## src/rtl/ibex_alu.sv

```systemverilog
// RV32I integer ALU: shared 33-bit adder, logic, shift and compare units.
// Result and compare flags are registered; adder outputs stay combinational.

package ibex_pkg;

    typedef enum integer {
        RV32BNone,
        RV32BBalanced,
        RV32BOTEarlGrey,
        RV32BFull
    } rv32b_e;

    typedef enum logic [6:0] {
        ALU_ADD,
        ALU_SUB,
        ALU_XOR,
        ALU_OR,
        ALU_AND,
        ALU_XNOR,
        ALU_ORN,
        ALU_ANDN,
        ALU_SRA,
        ALU_SRL,
        ALU_SLL,
        ALU_ROR,
        ALU_ROL,
        ALU_LT,
        ALU_LTU,
        ALU_GE,
        ALU_GEU,
        ALU_EQ,
        ALU_NE,
        ALU_MIN,
        ALU_MINU,
        ALU_MAX,
        ALU_MAXU,
        ALU_SLT,
        ALU_SLTU,
        ALU_CLZ,
        ALU_CTZ,
        ALU_CPOP
    } alu_op_e;

endpackage

module ibex_alu
    import ibex_pkg::*;
#(
    parameter rv32b_e RV32B = RV32BNone
) (
    input  logic              clk_i,
    input  logic              rst_ni,
    input  alu_op_e           operator_i,
    input  logic [31:0]       operand_a_i,
    input  logic [31:0]       operand_b_i,
    input  logic              instr_first_cycle_i,
    input  logic [32:0]       multdiv_operand_a_i,
    input  logic [32:0]       multdiv_operand_b_i,
    input  logic              multdiv_sel_i,
    input  logic [31:0]       imd_val_q_i [2],
    output logic [31:0]       imd_val_d_o [2],
    output logic [1:0]        imd_val_we_o,
    output logic [31:0]       adder_result_o,
    output logic [33:0]       adder_result_ext_o,
    output logic [31:0]       result_o,
    output logic              comparison_result_o,
    output logic              is_equal_result_o
);

    localparam bit unused_rv32b = (RV32B != RV32BNone);

    logic unused_inputs;
    assign unused_inputs = ^{instr_first_cycle_i, imd_val_q_i[0], imd_val_q_i[1]};

    for (genvar gi = 0; gi < 2; gi++) begin : g_imd_tie
        assign imd_val_d_o[gi]  = '0;
        assign imd_val_we_o[gi] = 1'b0;
    end

    logic        negate_b;
    logic        is_signed_cmp;
    logic [32:0] adder_in_a;
    logic [32:0] adder_in_b;

    always_comb begin
        negate_b      = 1'b0;
        is_signed_cmp = 1'b0;
        unique case (operator_i)
            ALU_SUB, ALU_EQ, ALU_NE, ALU_LTU, ALU_GEU, ALU_SLTU: negate_b = 1'b1;
            ALU_LT, ALU_GE, ALU_SLT: begin
                negate_b      = 1'b1;
                is_signed_cmp = 1'b1;
            end
            default: ;
        endcase
    end

    // The extra LSB carries the +1 of the two's complement negation.
    always_comb begin
        if (multdiv_sel_i) begin
            adder_in_a = multdiv_operand_a_i;
            adder_in_b = multdiv_operand_b_i;
        end else begin
            adder_in_a = {operand_a_i, 1'b1};
            adder_in_b = negate_b ? {~operand_b_i, 1'b1} : {operand_b_i, 1'b0};
        end
    end

    assign adder_result_ext_o = {1'b0, adder_in_a} + {1'b0, adder_in_b};
    assign adder_result_o     = adder_result_ext_o[32:1];

    logic [31:0] logic_result;
    always_comb begin
        logic_result = '0;
        unique case (operator_i)
            ALU_XOR: logic_result = operand_a_i ^ operand_b_i;
            ALU_OR:  logic_result = operand_a_i | operand_b_i;
            ALU_AND: logic_result = operand_a_i & operand_b_i;
            default: ;
        endcase
    end

    logic [4:0]  shamt;
    logic [31:0] shift_result;
    assign shamt = operand_b_i[4:0];

    always_comb begin
        shift_result = '0;
        unique case (operator_i)
            ALU_SLL: shift_result = operand_a_i << shamt;
            ALU_SRL: shift_result = operand_a_i >> shamt;
            ALU_SRA: shift_result = $unsigned($signed(operand_a_i) >>> shamt);
            default: ;
        endcase
    end

    logic is_equal;
    logic lt;
    logic cmp_result;

    assign is_equal = (operand_a_i == operand_b_i);

    // With equal MSBs a-b cannot overflow, so bit 32 is the difference sign.
    always_comb begin
        if (operand_a_i[31] != operand_b_i[31]) begin
            lt = is_signed_cmp ? operand_a_i[31] : operand_b_i[31];
        end else begin
            lt = adder_result_ext_o[32];
        end
    end

    always_comb begin
        cmp_result = 1'b0;
        unique case (operator_i)
            ALU_EQ:                             cmp_result = is_equal;
            ALU_NE:                             cmp_result = ~is_equal;
            ALU_LT, ALU_LTU, ALU_SLT, ALU_SLTU: cmp_result = lt;
            ALU_GE, ALU_GEU:                    cmp_result = ~lt;
            default: ;
        endcase
    end

    logic [31:0] result_d;
    always_comb begin
        result_d = '0;
        unique case (operator_i)
            ALU_ADD, ALU_SUB:          result_d = adder_result_o;
            ALU_XOR, ALU_OR, ALU_AND:  result_d = logic_result;
            ALU_SLL, ALU_SRL, ALU_SRA: result_d = shift_result;
            ALU_EQ, ALU_NE, ALU_LT, ALU_LTU, ALU_GE, ALU_GEU, ALU_SLT, ALU_SLTU:
                result_d = {31'b0, cmp_result};
            default: ;
        endcase
    end

    logic [31:0] result_q;
    logic        cmp_q;
    logic        eq_q;

    always_ff @(posedge clk_i or negedge rst_ni) begin
        if (!rst_ni) begin
            result_q <= '0;
            cmp_q    <= 1'b0;
            eq_q     <= 1'b0;
        end else begin
            result_q <= result_d;
            cmp_q    <= cmp_result;
            eq_q     <= is_equal;
        end
    end

    assign result_o            = result_q;
    assign comparison_result_o = cmp_q;
    assign is_equal_result_o   = eq_q;

endmodule

```

## config.mk

```make
export PLATFORM = sky130hd
export DESIGN_NAME = ibex_alu
export DESIGN_NICKNAME = d
export VERILOG_FILES = /design/src/rtl/ibex_alu.sv
export SDC_FILE = /design/constraint.sdc
export NUM_CORES = 1
export LEC_CHECK = 0
export ABC_AREA = 1
export ABC_CLOCK_PERIOD_IN_PS = 4600
export CAP_MARGIN = 5
export CELL_PAD_IN_SITES_DETAIL_PLACEMENT = 0
export CELL_PAD_IN_SITES_GLOBAL_PLACEMENT = 2
export CORE_MARGIN = 10
export CORE_UTILIZATION = 23
export DETAILED_ROUTE_END_ITERATION = 8
export PLACE_DENSITY = 0.93
export SLEW_MARGIN = 20
export SYNTH_ARGS = -nofsm -noshare
export SYNTH_HDL_FRONTEND = slang
export SYNTH_SLANG_ARGS = --single-unit
```

## constraint.sdc

```tcl
create_clock -name clk_i -period 4.6 [get_ports clk_i]
set_clock_uncertainty 0.15 [all_clocks]
set_input_delay 0.69 -clock clk_i [delete_from_list [all_inputs] [get_ports clk_i]]
set_output_delay 0.69 -clock clk_i [all_outputs]
set_load 0.05 [all_outputs]
```

# Yosys cells after proc, flatten, opt, wreduce, memory -nomap -nowiden
# Cells that the tools add are included.
word_totals:
  reg_bits: 34
  latchBits: 0
  ram_bits: 0
  rom_bits: 0
  in_bits: 205
  wordCells: 50
  memories: 0
classes:
  addsub: 1
  multipliers: 0
  n_div: 0
  n_lt_le_gt_ge: 0
  eq_ne: 17
  shifts: 3
  n_mux: 11
  n_bitwise: 6
  reduce_logical: 9
op_table:
  columns: ["op", "n"]
  rows:
  - ["$pmux W32 S3", 2]
  - ["$pmux W32 S4", 1]
  - ["$mux W33", 3]
  - ["$eq A7 B4 Y1 const B", 6]
  - ["$eq A7 B5 Y1 const B", 5]
  - ["$add A33 B33 Y34", 1]
  - ["$and A32 B32 Y32", 1]
  - ["$eq A32 B32 Y1", 1]
  - ["$not A32 Y32", 1]
  - ["$or A32 B32 Y32", 1]
  - ["$shl A32 B5 Y32", 1]
  - ["$shr A32 B5 Y32", 1]
  - ["$sshr A32 B5 Y32", 1]
  - ["$xor A32 B32 Y32", 1]
  - ["$eq A7 B2 Y1 const B", 2]
  - ["$reduce_or A3 Y1", 3]
  - ["$reduce_or A9 Y1", 1]
  - ["$reduce_or A8 Y1", 1]
  - ["$eq A7 B1 Y1 const B", 1]
  - ["$eq A7 B3 Y1 const B", 1]
  - ["$logic_not A7 Y1", 1]
  - ["$mux W1", 4]
  - ["$pmux W1 S4", 1]
  - ["$reduce_or A2 Y1", 2]
  - ["other kinds (3)", 4]

# Logic depth before layout (Yosys ltp)
depth:
  ltp_word: 10
  depth_mapped: 27

# Worst setup path after synthesis
# No wires, ideal clock.
synth_path:
  path_kind: "input to output"
  from: "in operator_i[4]"
  to: "out adder_result_o[24]"
  arrival_time_ns: 3.962
  required_time_ns: 3.760
  path_slack_ns: -0.202
  stages: 21
  path_buffers: 3
  path_cell_list: "inv_1 nand2_4 inv_8 nand2_2 o21ai_2 nor2_1 nand3_2 buf_6 buf_6 nand2_1 nand3_1 o21ai_1 inv_1 ha_1 a21oi_1 a21boi_0 o21ai_0 a21oi_1 nand2_1 xor2_1 buf_4"
synth_via:
  elab_chain_cells: 6
  word_cells_on_any_way: 14
  classes_between: "add/sub (1); eq/ne (9); mux (3); reduce/logical (1)"
synth_lines:
  columns: ["element", "line_no", "source"]
  rows:
  - ["start, declared", "53", "input alu_op_e operator_i,"]
  - ["$eq A7 B5 Y1, or another cell as far along", "88", "unique case (operator_i)"]
  - ["$reduce_or A9 Y1 (no source line) (*)", null, null]
  - ["$mux W1 (*)", "88", null]
  - ["$mux W33 (*)", "105", "adder_in_b = negate_b ? {~operand_b_i, 1'b1} : {operand_b_i, 1'b0};"]
  - ["$mux W33 (*)", "100", "if (multdiv_sel_i) begin"]
  - ["$add A33 B33 Y34 (*)", "109", "assign adder_result_ext_o = {1'b0, adder_in_a} + {1'b0, adder_in_b};"]
  - ["end, declared", "63", "output logic [31:0] adder_result_o,"]
# Mark *: on every way between the ends. The rest lies on a longest branch, timed or not.

# Worst setup path after layout
layout_path:
  from: "in operator_i[5]"
  to: "out adder_result_o[14]"
# The elaborated chain is that of the path after synthesis.

==> summary.md <==
| Metric | Value |
|---|---|
| Status | complete, but fails checks |
| Violated checks | setup timing |
| Layout area overhead | 69.55% |
| Tot Pwr | 4.954 mW |
| Seq cells post-synth | 34 |
| Int Pwr | 2.435 mW |
| Root buf cell | clkbuf_16 |
| Most frequent cells in the layout | nand2_1 (507), buf_4 (273), inv_1 (161), clkdlybuf4s50_1 (161), nand3_1 (118) |
| Synth Cell Area | 0.01065 mm2 |
| Sink Count | 34 |
| Remaining antenna violation count | 0 |
| Remaining DRCs | 0 |
| Die X | 235.2 um |
| Register area share after synthesis | 0.07991 |
| CP max stage delay | 0.31 ns |
| Vias | 14650 |
| Async SR Flop Fraction | 1.000 |
| Final wirelength | 67420 um |
| Synth warnings | 0 |
| Hold WC Path Type | primary input to async pin |
| CP bufs+invs | 10 |
| CP endpoint kind | output pin |
| Top cell type's share of synthesized area | 0.2090 |
| CP delay by family, top | buffers and inverters |
| Placer Congestion | 1.013 |
| Slew Limit Fails | 0 |
| Placed instance area | 0.01541 mm2 |
| Comb power frac | 0.842 |
| GRT met3 Usage | 0.03777 |
| Crit path depth | 25 |
| DIE AREA | 0.05530 mm2 |
| Total gr overflow | 0 |
| DR WL/cell | 23.05 um |
| Worst slew margin | 0.3870 |
| Placed insts | 2848 |
| I/O pin count | 371 |
| H-tree depth | 2 |
| Endpoints failing setup | 41 |
| Critical path class | primary input to output pin |
| First-pass GRT wire length | 95950 um |
| Initial antenna violation count | 4 |
| CTS tree | built |
| Nets | 2628 |
| Hold Fails Final Rpt | 0 |
| Psw | 2.519 mW |
| Hpwl dp | 54390 um |
| Synth cell types | 59 |
| Busiest grt layer | met2 |
| Max cap viols | 0 |
| Area of the core | 0.04558 mm2 |
| M1 GR Usage | 0.2919 |
| Crit path max-delay cell type | a211oi_2 |
| Prevailing post-synth register cell | dfrtp_1 |
| Number of flops mapped to enable cells by yosys | 0 |
| Pwr per Cell Area | 274.4 mW/mm2 |
| Post-synth top area cell | nand2_1 |
| Clock share of power | 0.095 |
| Final Non-Filler Cells | 2925 |
| CP Launch Point | operator_i[5] |
| Drt via density | 5.009 |
| Die H | 235.2 um |
| Setup tns final | -2.738 ns |
| First-pass DRT Iterations | 6 |
| Setup repair after global routing missed its margin | yes |
| Number of global-route vias before repair | 14490 |
| Met2 Use GR | 0.3748 |
| Syn avg cell area | 5.673 um2 |
| Inserted Clock Buffers | 5 |
| Synth area leaders | nand2_1 (21%), ha_1 (12%), dfrtp_1 (8.0%) |
| Least-Margin Pin Slew | 0.9185 ns |
| Tcrit/Tclk final | 1.038 |
| Site Rows | 78 |
| Crit path DAT | 3.94 ns |
| Clock-pin slew on the worst setup and hold paths | 0.07 ns |
| Share of cells above drive strength 1 | 0.3239 |
| Starting Density | 0.2336 |
| Fmax | 0.2094 GHz |
| WP data required | 3.76 ns |
| Initial DRC Count | 1291 |
| Maximum VDD drop | 0.3064 mV |
| Post-route cell area | 0.01805 mm2 |
| Crit-path max FO | 7 |
| Most common cell after layout, fill and taps aside | nand2_1 |
| Sequential power share | 0.063 |
| CP Capture Point | adder_result_o[14] |
| Ant diodes | 0 |
| Min Tclk post-route | 4.776 ns |
| # port buffers | 239 |
| Max Root-Sink Buffers | 2 |
| Fill cell total of the finished layout | 4798 |
| Switching Share | 0.5084 |
| Crit path top cell by count | nand2_4 |
| Cells after Synth | 1877 |
| Hold-fix buffers, CTS | 0 |
| CP Launch Type | primary input |
| GRT Resource Usage Total | 0.2261 |
| Largest net degree at the start of global routing | 80 |
| Post-route setup slack | -0.1759 ns |
| Leak pwr | 8.870 nW |
[registers in the layout (all words and copies together), names as in the netlist]
name and flops:
comparison_result_o 1, is_equal_result_o 1, result_o 32
[synthesized netlist by cell type (19+ instances only)]
master and count:
o211ai_1 33, xor2_1 19, ha_1 98, nor2_1 121, nand3_1 147, o21ai_0 132, buf_2 31, dfrtp_1 34
inv_1 192, o21ai_1 53, a221oi_1 21, a21oi_1 68, nand2_1 593, clkbuf_1 26, buf_4 102
[kinds of logic (layout without fill, tap and decap cells)]
group | Yosys count | count (layout) | synth area share
muxes | 8 | 8 | 0.007521
DFF | 34 | 34 | 0.07991
adders and majority gates | 99 | 99 | 0.1170
other | 1 | 66 | 0.0003522
AOI/OAI and AO/OA | 374 | 374 | 0.2105
xor gates and xnor gates | 24 | 24 | 0.02045
buffers and inverters | 385 | 768 | 0.1850
and+or+nand+nor | 952 | 952 | 0.3793
[through the flow]
| step | utilization | hold slack [ns] | worst slack [ns] |
|---|---|---|---|
| after floorplan | - | 0.2444 | -0.0002256 |
| after global placement | 0.3381 | 0.7102 | -0.7465 |
| after detailed placement | 0.3381 | 0.7299 | -0.7809 |
| after CTS | 0.3711 | 0.4045 | -0.03022 |
| after global routing | 0.3961 | 0.4340 | -0.2526 |
| final | 0.3961 | 0.3640 | -0.1759 |
[area by class of cell]
cell class                      count  area [um2]  share of cell area
Clock buffer                        5       125.1            0.006930
Multi-Input combinational cell   1523        9792              0.5424
Timing Repair inverter              1       11.26           0.0006237
Clock inverter                      3       68.82            0.003812
Timing Repair Buffer              556        5658              0.3134
Inverter                          203       797.0             0.04415
Tap cell                          600       750.7             0.04158
Sequential cell                    34       850.8             0.04713
[power by group through the flow]
stage / registers (mW) / logic, mW / clock network [mW]
after floorplan: 0.349 / 1.85 / 0
after global placement: 0.317 / 3.56 / 0
after detailed placement: 0.317 / 3.56 / 0
after CTS: 0.312 / 3.86 / 0.477
after global routing: 0.312 / 4.37 / 0.488
final: 0.312 / 4.17 / 0.470
[worst min-delay path by stage]
stage | startpoint | to | slack [ns] | cells after the start
after global placement | rst_ni | result_o[23]$_DFF_PN0_ | 0.71 | 1
final | rst_ni | result_o[10]$_DFF_PN0_ | 0.36 | 1
after floorplan | rst_ni | comparison_result_o$_DFF_PN0_ | 0.24 | 0
after global routing | rst_ni | result_o[10]$_DFF_PN0_ | 0.43 | 1
after detailed placement | rst_ni | result_o[11]$_DFF_PN0_ | 0.73 | 1
after CTS | rst_ni | result_o[10]$_DFF_PN0_ | 0.40 | 1
[layer usage]
metal	vias up	wire length, um
met5	-	27
met4	4	2465
met3	101	4745
met2	704	31040
met1	6935	29140
li1	6906	-
[what timing repair did]
action | CTS | global route
gates resized for setup | 251 | 257
gates cloned | 4 | 2
pin swaps | 52 | 119
buffers inserted | 44 | 26
setup endpoints to repair | 66 | 73
No activity file was read; power rests on OpenSTA's default activity.
